===== config.mk =====
export PLATFORM = sky130hd
export DESIGN_NAME = lane_parallel_classifier_flat
export DESIGN_NICKNAME = d
export VERILOG_FILES = /design/src/rtl/lane_parallel_classifier_if.sv /design/src/rtl/lane_parallel_classifier.sv /design/src/flat_wrapper.sv
export SDC_FILE = /design/constraint.sdc
export NUM_CORES = 2
export LEC_CHECK = 0
export CORE_UTILIZATION = 46
export DETAILED_ROUTE_END_ITERATION = 8
export GPL_ROUTABILITY_DRIVEN = 1
export GPL_TIMING_DRIVEN = 1
export HOLD_SLACK_MARGIN = 0.1
export PLACE_DENSITY = 0.67
export SYNTH_ARGS = -nofsm -noshare
export SYNTH_HDL_FRONTEND = slang
export SYNTH_SLANG_ARGS = --single-unit

===== constraint.sdc =====
create_clock -name clk -period 7.9 [get_ports clk]
set_input_delay 2.37 -clock clk [delete_from_list [all_inputs] [get_ports clk]]
set_output_delay 2.37 -clock clk [all_outputs]
set_load 0.02 [all_outputs]

===== src/rtl/lane_parallel_classifier_if.sv =====
// Bundle of control, feature-stream, weight-ROM and result signals for lane_parallel_classifier.
// The classifier core connects through the slave modport and its environment through master.
interface lane_parallel_classifier_if #(
    parameter int NUM_CLASSES = 4,
    parameter int NUM_CELLS   = 1024,
    parameter int LANES       = 4,
    parameter int VALUE_BITS  = 8,
    parameter int WEIGHT_BITS = 8,
    parameter int ACC_BITS    = 24
);
    localparam int CLASS_BITS = $clog2(NUM_CLASSES);
    localparam int ADDR_BITS  = $clog2(NUM_CELLS / LANES);

    logic                                     start;
    logic                                     abort;
    logic                                     busy;
    logic [NUM_CLASSES*ACC_BITS-1:0]          bias_flat;
    // valid/ready: a beat (or result) transfers on a rising clk edge where both valid and
    // ready are high; the producer holds valid and its data stable until that edge.
    logic                                     feat_valid;
    logic                                     feat_ready;
    logic [LANES*VALUE_BITS-1:0]              feat_data;
    logic                                     w_en;
    logic [ADDR_BITS-1:0]                     w_addr;
    logic [NUM_CLASSES*LANES*WEIGHT_BITS-1:0] w_data_flat;
    logic                                     result_valid;
    logic                                     result_ready;
    logic [CLASS_BITS-1:0]                    best_class;
    logic [ACC_BITS-1:0]                      margin;
    logic                                     overflow;
    logic [NUM_CLASSES*ACC_BITS-1:0]          scores_flat;
    logic [2:0]                               fsm_state;

    modport slave (
        input  start, abort, bias_flat, feat_valid, feat_data, w_data_flat, result_ready,
        output busy, feat_ready, w_en, w_addr, result_valid, best_class, margin, overflow,
               scores_flat, fsm_state
    );

    modport master (
        output start, abort, bias_flat, feat_valid, feat_data, w_data_flat, result_ready,
        input  busy, feat_ready, w_en, w_addr, result_valid, best_class, margin, overflow,
               scores_flat, fsm_state
    );
endinterface


===== src/rtl/lane_parallel_classifier.sv =====
// Lane-parallel linear classifier: saturating per-class accumulation of feature*weight beats,
// followed by a sequential argmax producing the best class and its margin over the runner-up.
module lane_parallel_classifier #(
    parameter int NUM_CLASSES = 4,
    parameter int NUM_CELLS   = 1024,
    parameter int LANES       = 4,
    parameter int VALUE_BITS  = 8,
    parameter int WEIGHT_BITS = 8,
    parameter int ACC_BITS    = 24
) (
    input logic                      clk,
    input logic                      rst_n,
    lane_parallel_classifier_if.slave bus
);
    localparam int CLASS_BITS = $clog2(NUM_CLASSES);
    localparam int BEATS      = NUM_CELLS / LANES;
    localparam int ADDR_BITS  = $clog2(BEATS);
    localparam int PROD_BITS  = VALUE_BITS + WEIGHT_BITS + 1;
    localparam int SUM_BITS   = PROD_BITS + $clog2(LANES) + 1;
    localparam int WIDE       = ((SUM_BITS > ACC_BITS) ? SUM_BITS : ACC_BITS) + 1;
    localparam logic signed [WIDE-1:0] ACC_MAX = {{(WIDE-ACC_BITS+1){1'b0}}, {(ACC_BITS-1){1'b1}}};
    localparam logic signed [WIDE-1:0] ACC_MIN = {{(WIDE-ACC_BITS+1){1'b1}}, {(ACC_BITS-1){1'b0}}};
    localparam logic signed [ACC_BITS-1:0] SCORE_MIN = {1'b1, {(ACC_BITS-1){1'b0}}};

    typedef enum logic [2:0] {IDLE = 3'd0, RUN = 3'd1, DRAIN = 3'd2, ARGMAX = 3'd3, DONE = 3'd4} state_t;
    state_t state, state_next;

    logic [ADDR_BITS-1:0]            beat_cnt;
    logic [CLASS_BITS-1:0]           cls_idx;
    logic                            pipe_valid;
    logic                            ovf_run;
    logic                            handshake;
    logic [LANES*VALUE_BITS-1:0]     feat_q;
    logic signed [ACC_BITS-1:0]      acc      [NUM_CLASSES];
    logic signed [ACC_BITS-1:0]      acc_next [NUM_CLASSES];
    logic [NUM_CLASSES-1:0]          clamp_hit;
    logic signed [PROD_BITS-1:0]     prod;
    logic signed [WIDE-1:0]          lane_sum;
    logic signed [WIDE-1:0]          acc_wide;
    logic signed [ACC_BITS-1:0]      cand, best_q, second_q, best_n, second_n;
    logic [CLASS_BITS-1:0]           best_idx_q, best_idx_n;
    logic [ACC_BITS:0]               diff;
    logic [NUM_CLASSES*ACC_BITS-1:0] scores_pack;

    assign handshake = bus.feat_valid && (state == RUN);

    always_ff @(posedge clk or negedge rst_n) begin
        if (!rst_n) state <= IDLE;
        else        state <= state_next;
    end

    always_comb begin
        state_next = state;
        case (state)
            IDLE:    if (bus.start) state_next = RUN;
            RUN:     if (handshake && beat_cnt == ADDR_BITS'(BEATS - 1)) state_next = DRAIN;
            DRAIN:   state_next = ARGMAX;
            ARGMAX:  if (cls_idx == CLASS_BITS'(NUM_CLASSES - 1)) state_next = DONE;
            DONE:    if (bus.result_ready) state_next = IDLE;
            default: state_next = IDLE;
        endcase
        if (bus.abort) state_next = IDLE;
    end

    always_comb begin
        bus.busy         = (state != IDLE);
        bus.feat_ready   = (state == RUN);
        bus.result_valid = (state == DONE);
        bus.w_en         = handshake;
        bus.w_addr       = beat_cnt;
        bus.fsm_state    = state;
    end

    // Lane products are summed wide enough that neither the sum nor acc+sum can wrap before the clamp.
    always_comb begin
        prod      = '0;
        lane_sum  = '0;
        acc_wide  = '0;
        clamp_hit = '0;
        for (int k = 0; k < NUM_CLASSES; k++) begin
            lane_sum = '0;
            for (int l = 0; l < LANES; l++) begin
                prod = PROD_BITS'($signed({1'b0, feat_q[l*VALUE_BITS +: VALUE_BITS]}))
                     * PROD_BITS'($signed(bus.w_data_flat[(k*LANES+l)*WEIGHT_BITS +: WEIGHT_BITS]));
                lane_sum = lane_sum + {{(WIDE-PROD_BITS){prod[PROD_BITS-1]}}, prod};
            end
            acc_wide = {{(WIDE-ACC_BITS){acc[k][ACC_BITS-1]}}, acc[k]} + lane_sum;
            acc_next[k] = acc_wide[ACC_BITS-1:0];
            if (acc_wide > ACC_MAX) begin
                acc_next[k]  = ACC_MAX[ACC_BITS-1:0];
                clamp_hit[k] = 1'b1;
            end else if (acc_wide < ACC_MIN) begin
                acc_next[k]  = ACC_MIN[ACC_BITS-1:0];
                clamp_hit[k] = 1'b1;
            end
        end
    end

    // Strict '>' keeps the earlier index on ties; class 0 seeds best and resets second.
    always_comb begin
        cand       = acc[cls_idx];
        best_n     = best_q;
        second_n   = second_q;
        best_idx_n = best_idx_q;
        if (cls_idx == '0) begin
            best_n     = cand;
            second_n   = SCORE_MIN;
            best_idx_n = '0;
        end else if (cand > best_q) begin
            second_n   = best_q;
            best_n     = cand;
            best_idx_n = cls_idx;
        end else if (cand > second_q) begin
            second_n   = cand;
        end
        diff = {best_n[ACC_BITS-1], best_n} - {second_n[ACC_BITS-1], second_n};
        for (int k = 0; k < NUM_CLASSES; k++) scores_pack[k*ACC_BITS +: ACC_BITS] = acc[k];
    end

    always_ff @(posedge clk or negedge rst_n) begin
        if (!rst_n) begin
            beat_cnt        <= '0;
            cls_idx         <= '0;
            pipe_valid      <= 1'b0;
            ovf_run         <= 1'b0;
            feat_q          <= '0;
            for (int k = 0; k < NUM_CLASSES; k++) acc[k] <= '0;
            best_q          <= '0;
            second_q        <= '0;
            best_idx_q      <= '0;
            bus.scores_flat <= '0;
            bus.best_class  <= '0;
            bus.margin      <= '0;
            bus.overflow    <= 1'b0;
        end else if (bus.abort) begin
            pipe_valid <= 1'b0;
        end else begin
            case (state)
                IDLE: if (bus.start) begin
                    for (int k = 0; k < NUM_CLASSES; k++) acc[k] <= bus.bias_flat[k*ACC_BITS +: ACC_BITS];
                    beat_cnt   <= '0;
                    ovf_run    <= 1'b0;
                    pipe_valid <= 1'b0;
                end
                RUN, DRAIN: begin
                    if (pipe_valid) begin
                        for (int k = 0; k < NUM_CLASSES; k++) acc[k] <= acc_next[k];
                        ovf_run <= ovf_run | (|clamp_hit);
                    end
                    if (handshake) begin
                        feat_q   <= bus.feat_data;
                        beat_cnt <= beat_cnt + ADDR_BITS'(1);
                    end
                    pipe_valid <= handshake;
                    cls_idx    <= '0;
                end
                ARGMAX: begin
                    best_q     <= best_n;
                    second_q   <= second_n;
                    best_idx_q <= best_idx_n;
                    cls_idx    <= cls_idx + CLASS_BITS'(1);
                    if (cls_idx == CLASS_BITS'(NUM_CLASSES - 1)) begin
                        bus.scores_flat <= scores_pack;
                        bus.best_class  <= best_idx_n;
                        bus.margin      <= diff[ACC_BITS] ? '1 : diff[ACC_BITS-1:0];
                        bus.overflow    <= ovf_run;
                    end
                end
                default: ;
            endcase
        end
    end
endmodule

===== src/flat_wrapper.sv =====
// flat-port wrapper written by rule: the top's interface ports become plain ports
module lane_parallel_classifier_flat 
#(
    parameter int NUM_CLASSES = 4,
    parameter int NUM_CELLS   = 1024,
    parameter int LANES       = 4,
    parameter int VALUE_BITS  = 8,
    parameter int WEIGHT_BITS = 8,
    parameter int ACC_BITS    = 24
)
  (clk, rst_n, bus_start, bus_abort, bus_bias_flat, bus_feat_valid, bus_feat_data, bus_w_data_flat, bus_result_ready, bus_busy, bus_feat_ready, bus_w_en, bus_w_addr, bus_result_valid, bus_best_class, bus_margin, bus_overflow, bus_scores_flat, bus_fsm_state);
  lane_parallel_classifier_if #(.NUM_CLASSES(NUM_CLASSES), .NUM_CELLS(NUM_CELLS), .LANES(LANES), .VALUE_BITS(VALUE_BITS), .WEIGHT_BITS(WEIGHT_BITS), .ACC_BITS(ACC_BITS)) bus_i ();
  input logic clk;
  input logic rst_n;
  input wire logic [$bits(bus_i.start)-1:0] bus_start;
  input wire logic [$bits(bus_i.abort)-1:0] bus_abort;
  input wire logic [$bits(bus_i.bias_flat)-1:0] bus_bias_flat;
  input wire logic [$bits(bus_i.feat_valid)-1:0] bus_feat_valid;
  input wire logic [$bits(bus_i.feat_data)-1:0] bus_feat_data;
  input wire logic [$bits(bus_i.w_data_flat)-1:0] bus_w_data_flat;
  input wire logic [$bits(bus_i.result_ready)-1:0] bus_result_ready;
  output wire logic [$bits(bus_i.busy)-1:0] bus_busy;
  output wire logic [$bits(bus_i.feat_ready)-1:0] bus_feat_ready;
  output wire logic [$bits(bus_i.w_en)-1:0] bus_w_en;
  output wire logic [$bits(bus_i.w_addr)-1:0] bus_w_addr;
  output wire logic [$bits(bus_i.result_valid)-1:0] bus_result_valid;
  output wire logic [$bits(bus_i.best_class)-1:0] bus_best_class;
  output wire logic [$bits(bus_i.margin)-1:0] bus_margin;
  output wire logic [$bits(bus_i.overflow)-1:0] bus_overflow;
  output wire logic [$bits(bus_i.scores_flat)-1:0] bus_scores_flat;
  output wire logic [$bits(bus_i.fsm_state)-1:0] bus_fsm_state;
  assign bus_i.start = bus_start;
  assign bus_i.abort = bus_abort;
  assign bus_i.bias_flat = bus_bias_flat;
  assign bus_i.feat_valid = bus_feat_valid;
  assign bus_i.feat_data = bus_feat_data;
  assign bus_i.w_data_flat = bus_w_data_flat;
  assign bus_i.result_ready = bus_result_ready;
  assign bus_busy = bus_i.busy;
  assign bus_feat_ready = bus_i.feat_ready;
  assign bus_w_en = bus_i.w_en;
  assign bus_w_addr = bus_i.w_addr;
  assign bus_result_valid = bus_i.result_valid;
  assign bus_best_class = bus_i.best_class;
  assign bus_margin = bus_i.margin;
  assign bus_overflow = bus_i.overflow;
  assign bus_scores_flat = bus_i.scores_flat;
  assign bus_fsm_state = bus_i.fsm_state;
  lane_parallel_classifier #(.NUM_CLASSES(NUM_CLASSES), .NUM_CELLS(NUM_CELLS), .LANES(LANES), .VALUE_BITS(VALUE_BITS), .WEIGHT_BITS(WEIGHT_BITS), .ACC_BITS(ACC_BITS)) u_core (.clk(clk), .rst_n(rst_n), .bus(bus_i));
endmodule

# Yosys cells after proc, flatten, opt, wreduce, memory -nomap -nowiden
# Index checks and enable logic that the tools add are counted.
[word_totals]
input_bits = 262
word_cells = 142
register_bits = 316
[classes]
eq_ne = 13
magnitude_cmp = 11
multipliers = 16
bitwise_logic = 3
n_mux = 45
n_reduce_logical = 18
add_sub_neg = 19
[ops]
columns = ["op", "count"]
rows = [
  ["24-bit 2-to-1 mux", 16],
  ["25-bit adder", 12],
  ["9-bit by 8-bit multiplier with 17-bit output", 16],
  ["96-bit 2-to-1 mux", 2],
  ["96-bit case mux with 2 select lines", 1],
  ["25-bit by 24-bit > comparator with 1-bit output, second input constant", 4],
  ["25-bit by 24-bit < comparator with 1-bit output, second input constant", 4],
  ["17-bit by 17-bit adder with 18-bit output", 4],
  ["24-bit binary-select mux with 2-bit select", 1],
  ["24-bit > comparator", 2],
  ["24-bit by 24-bit subtractor with 25-bit output", 1],
  ["8-bit 2-to-1 mux", 2],
  ["8-bit case mux with 2 select lines", 1],
  ["3-bit 2-to-1 mux", 5],
  ["3-bit case mux with 5 select lines", 1],
  ["4-bit AND reduction", 3],
  ["1-bit 2-to-1 mux", 11],
  ["8-bit by 1-bit adder with 8-bit output, second input constant", 1],
  ["8-bit equality test, second input constant", 1],
  ["3-bit by 2-bit equality test with 1-bit output, second input constant", 2],
  ["3-bit by 2-bit inequality test with 1-bit output, second input constant", 2],
  ["3-bit inequality test, second input constant", 2],
  ["2-bit AND reduction", 3],
  ["3-bit AND reduction", 2],
  ["20 further kinds", 26],
]

# Depth between registers and ports, before layout
[depth]
depth_word = 12
mapped_depth = 40
depth_no_buf = 36

# Worst setup path before layout
# No wires, ideal clock.
[synth_timing]
kind = "input to register"
start = "input bus_w_data_flat[65]"
end = "register u_core.acc[36] (netlist bit)"
path_stages = 33
arrival_time_ns = 10.485
setup_time_ns = 0.120
path_buffers = 1
path_slack_ns = -2.705
cell_sequence = "and2_1 fa_1 inv_1 fa_1 inv_1 fa_1 fa_1 fa_1 inv_1 fa_1 inv_1 ha_1 a21oi_1 o21ai_0 a211oi_1 a21oi_1 a211o_1 a21oi_1 xnor2_1 fa_1 inv_1 fa_1 ha_1 clkbuf_1 a21o_1 a21oi_1 o221ai_1 nor4_1 a311oi_2 nand2_1 nor2_2 o21ai_0 a31o_2"
[synth_via]
elab_chain_cells = 10
[synth_rtl]
columns = ["item", "line", "rtl"]
rows = [
  ["from (decl)", "flat_wrapper.sv:20", "input wire logic [$bits(bus_i.w_data_flat)-1:0] bus_w_data_flat;"],
  ["9-bit by 8-bit multiplier with 17-bit output *", "lane_parallel_classifier.sv:84", "* PROD_BITS'($signed(bus.w_data_flat[(k*LANES+l)*WEIGHT_BITS +: WEIGHT_BITS]));"],
  ["17-bit by 17-bit adder with 18-bit output *", "lane_parallel_classifier.sv:85", "lane_sum = lane_sum + {{(WIDE-PROD_BITS){prod[PROD_BITS-1]}}, prod};"],
  ["25-bit adder * (2 in series)", "lane_parallel_classifier.sv:85", ""],
  ["25-bit adder *", "lane_parallel_classifier.sv:87", "acc_wide = {{(WIDE-ACC_BITS){acc[k][ACC_BITS-1]}}, acc[k]} + lane_sum;"],
  ["25-bit by 24-bit < comparator with 1-bit output", "lane_parallel_classifier.sv:92", "end else if (acc_wide < ACC_MIN) begin"],
  ["24-bit 2-to-1 mux", "lane_parallel_classifier.sv:92", ""],
  ["24-bit 2-to-1 mux *", "lane_parallel_classifier.sv:89", "if (acc_wide > ACC_MAX) begin"],
  ["96-bit 2-to-1 mux *", "lane_parallel_classifier.sv:146", "if (pipe_valid) begin"],
  ["96-bit case mux with 2 select lines *", "lane_parallel_classifier.sv:138", "case (state)"],
  ["to (decl)", "lane_parallel_classifier.sv:34", "logic signed [ACC_BITS-1:0] acc [NUM_CLASSES];"],
]
# Mark *: on every way between the ends. The rest lies on a longest branch, timed or not. The select of a mux whose other input is x is not followed.
# A chain may end at the register's enable or synchronous reset.

# Worst setup path after layout
[layout_timing]
start = "input bus_w_data_flat[73]"
end = "register u_core.ovf_run"
[layout_via]
elab_chain_cells = 12
[layout_rtl]
columns = ["item", "line", "rtl"]
rows = [
  ["9-bit by 8-bit multiplier with 17-bit output *", "lane_parallel_classifier.sv:84", ""],
  ["17-bit by 17-bit adder with 18-bit output *", "lane_parallel_classifier.sv:85", ""],
  ["25-bit adder * (2 in series)", "lane_parallel_classifier.sv:85", ""],
  ["25-bit adder *", "lane_parallel_classifier.sv:87", ""],
  ["25-bit by 24-bit < comparator with 1-bit output", "lane_parallel_classifier.sv:92", ""],
  ["1-bit 2-to-1 mux", "lane_parallel_classifier.sv:92", ""],
  ["1-bit 2-to-1 mux *", "lane_parallel_classifier.sv:89", ""],
  ["4-bit OR reduction *", "lane_parallel_classifier.sv:148", "ovf_run <= ovf_run | (|clamp_hit);"],
  ["1-bit bitwise OR *", "lane_parallel_classifier.sv:148", ""],
  ["1-bit 2-to-1 mux *", "lane_parallel_classifier.sv:146", ""],
  ["1-bit case mux with 2 select lines *", "lane_parallel_classifier.sv:138", ""],
  ["to (signal assigned)", "lane_parallel_classifier.sv:148", ""],
  ["to (decl)", "lane_parallel_classifier.sv:31", "logic ovf_run;"],
]
# Marks and branches as above.

==> flow_metrics.env <==
export IMPL_status="finished, violations left"
export IMPL_violations="design-rule violations, negative setup slack"
export IMPL_grt_use_total_pct=31.84
export IMPL_timing_hold_ws_ns=0.4728
export IMPL_drtIter0Drc=4211
export IMPL_chipHeight_um=369.8
export IMPL_reg2reg_depth=30
export IMPL_skew_ns=0.05196
export IMPL_yosysTopAreaCell="fa_1"
export IMPL_yosysSeqAreaShare_pct=12.71
export IMPL_via_count=55330
export IMPL_synth_area_leaders="fa_1 28%, ha_1 16%, dfrtp_1 13%, inv_1 8.1%, and2_1 5.7%"
export IMPL_async_flop_share_pct=100.0
export IMPL_grt_max_degree=103
export IMPL_synthCells=7037
export IMPL_synth_common_cells="1,344 x inv_1, 861 x fa_1, 799 x ha_1"
export IMPL_clock_latency_ns=0.66
export IMPL_hold_viol_final=0
export IMPL_startpoint_type="input port"
export IMPL_rsz0062_at_grt="yes"
export IMPL_place_ws_ns=-3.865
export IMPL_synth_most_common_cell="inv_1"
export IMPL_path_class="input port to register"
export IMPL_yosysUniqueCellTypes=100
export IMPL_period_share_pct=132.6
export IMPL_crit_top_cell="fa_1"
export IMPL_antenna_found_initial=15
export IMPL_overflow=0
export IMPL_cts_tree="built"
export IMPL_min_path_cells=2
export IMPL_start_util_pct=46.50
export IMPL_final_core_util_pct=60.70
export IMPL_syn_avg_cell_area_um2=8.841
export IMPL_required_ns=8.39
export IMPL_wl_um=218500
export IMPL_fin_ws_ns=-2.576
export IMPL_syn_cell_area_um2=62210
export IMPL_cts_buffers=43
export IMPL_place_hpwl_um=183700
export IMPL_cap_violations=0
export IMPL_layout_drive_gt1_share_pct=22.90
export IMPL_io_buffers=399
export IMPL_netlist_area_leader_share_pct=27.71
export IMPL_drc=66
export IMPL_synth_top_family_by_area="adder cells"
export IMPL_fmax_ghz=0.09546
export IMPL_layout_nets=10355
export IMPL_drt_vias_per_instance=5.401
export IMPL_synth_nets=8959
export IMPL_grt_pass1_wl_um=331600
export IMPL_synthSimpleGateAreaFrac_pct=16.38
export IMPL_slew_viol_final=0
export IMPL_root_buffer="clkbuf_16"
export IMPL_slowest_stage="fa_1"
export IMPL_drt_pass1_iterations=8
export IMPL_cts_clk_slew_worst_paths_ns=0.07
export IMPL_period_minus_slack_ns=10.48
export IMPL_ctsLongestPathBuffers=3
export IMPL_rows=134
export IMPL_final_antenna_net_count=0
export IMPL_ys_ff_latch=316
export IMPL_die_w_um=369.8
export IMPL_dieArea_um2=136700
export IMPL_grt_pass1_vias=56953
export IMPL_area_growth_pct=30.54
export IMPL_worstPathArrival_ns=10.97
export IMPL_max_slew_margin_pct=14.63
export IMPL_holdBufCountCts=0
export IMPL_core_um2=133800
export IMPL_cp_slowest_stage_delay_ns=0.60
export IMPL_worst_pin_slew_ns=1.278
export IMPL_io_pins=400
export IMPL_clock_sinks=316
export IMPL_synth_mux_area_share_pct=3.061
export IMPL_post_drt_wl_per_cell_um=21.33
export IMPL_finalSetupViolCount=97
export IMPL_synth_edff_count=0
export IMPL_cp_max_fo=8
export IMPL_hold_path_class="register to register"
export IMPL_synthXorXnorAreaFrac_pct=3.632
export IMPL_synth_warnings=0
export IMPL_synth_ff_type="dfrtp_1"
export IMPL_synth_fa_ha_area_share_pct=43.87
export IMPL_cts_max_level=2
export IMPL_synth_compound_area_share_pct=10.62
export IMPL_worst_setup_path_end_kind="register"
export IMPL_gp_congestion=1.032
-- worst max-delay path: cells and delay by family --
kind	cells	cell delay (ns)
AOI/OAI and AO/OA	9	1.91
xor gates and xnor gates	2	0.62
adders and majority gates	10	4.59
buffers and inverters	8	1.06
and+or+nand+nor	3	0.39
-- layout by cell type, fill, tap and decap left out, types with 62 or more instances in the layout --
cell type / synthesis / routed
a21o_1: 89 / 88
a21oi_1: 237 / 178
and2_1: 569 / 519
buf_4: 4 / 1079
buf_6: 5 / 81
clkdlybuf4s50_1: 0 / 333
dfrtp_1: 316 / 315
fa_1: 861 / 829
ha_1: 799 / 751
inv_1: 1344 / 1279
mux2_2: 81 / 81
nand2_1: 766 / 726
nand2b_1: 140 / 140
nand3_1: 66 / 62
nor2_1: 290 / 264
nor3_1: 67 / 64
o21a_1: 62 / 62
o21ai_0: 220 / 169
xnor2_1: 149 / 136
xor2_1: 109 / 104
-- timing repair --
action,4_1_cts,5_1_grt
setup buffers,67,37
setup endpoints to repair,97,97
gates cloned,5,1
pin swaps,237,252
resized for setup,509,268
-- state kept, by name, summed over array words and instances (netlist names) --
register                cells
u_core.bus.scores_flat     96
u_core.pipe_valid           1
u_core.bus.margin          24
u_core.bus.best_class       2
u_core.acc                 96
u_core.ovf_run              1
u_core.second_q            24
u_core.bus.w_addr           8
u_core.best_q              24
u_core.bus.fsm_state        3
u_core.best_idx_q           2
u_core.feat_q              32
u_core.bus.overflow         1
u_core.cls_idx              2
-- per-stage QoR --
stage               std cells  instance area, µm²  setup TNS (ns)
floorplan                7037               62980         -211.17
global placement        10054               76730         -327.82
detailed placement      10054               76730         -335.19
CTS                     10203               80040         -224.30
global route            10239               81200         -246.15
finish                  10244               81210         -223.56
-- layout make-up --
cell class	count	area, µm²
Tap cell	1768	2212
Clock buffer	54	1207
Fill cell	11581	52590
Clock inverter	24	406.6
Multi-Input combinational cell	5140	50770
Timing Repair Buffer	1588	13620
Sequential cell	316	7909
Antenna cell	10	25.02
Inverter	1344	5061
-- kinds of logic (layout without fill, tap and decap cells) --
logic type      Yosys count  count (layout)
buf+inv                1583            3010
simple gates           2068            2070
mux                     150             150
compound gates          996             996
flops                   316             316
xor+xnor                258             258
other cells               0              10
fa+ha+maj              1666            1666
-- per-layer routing --
metal / share of wire, % / vias up / GRT usage [%] / wire, µm
li1: - / 25242 / - / -
met1: 41 / 27600 / 41.50 / 88920
met2: 46 / 1995 / 50.48 / 99820
met3: 7.9 / 483 / 6.447 / 17360
met4: 5.6 / 10 / 15.44 / 12320
met5: 0.028 / - / 0 / 62
-- final timing paths --
check / endpoint / slack, ns / start
hold reg to reg: u_core.bus.scores_flat[25]$_DFFE_PN0P_ / 0.47 / u_core.bus.scores_flat[25]$_DFFE_PN0P_
min in group asynchronous: u_core.bus.scores_flat[60]$_DFFE_PN0P_ / 1.73 / rst_n
setup reg to reg: u_core.ovf_run$_DFFE_PN0P_ / -1.35 / u_core.feat_q[11]$_DFFE_PN0P_
max in group asynchronous: u_core.cls_idx[0]$_DFFE_PN0P_ / 4.62 / rst_n
hold / removal: u_core.bus.scores_flat[25]$_DFFE_PN0P_ / 0.47 / u_core.bus.scores_flat[25]$_DFFE_PN0P_
setup / recovery: u_core.ovf_run$_DFFE_PN0P_ / -2.58 / bus_w_data_flat[73]
Power is not shown: default switching activity piles up to over one toggle a cycle in this logic, so the estimate is an artifact.
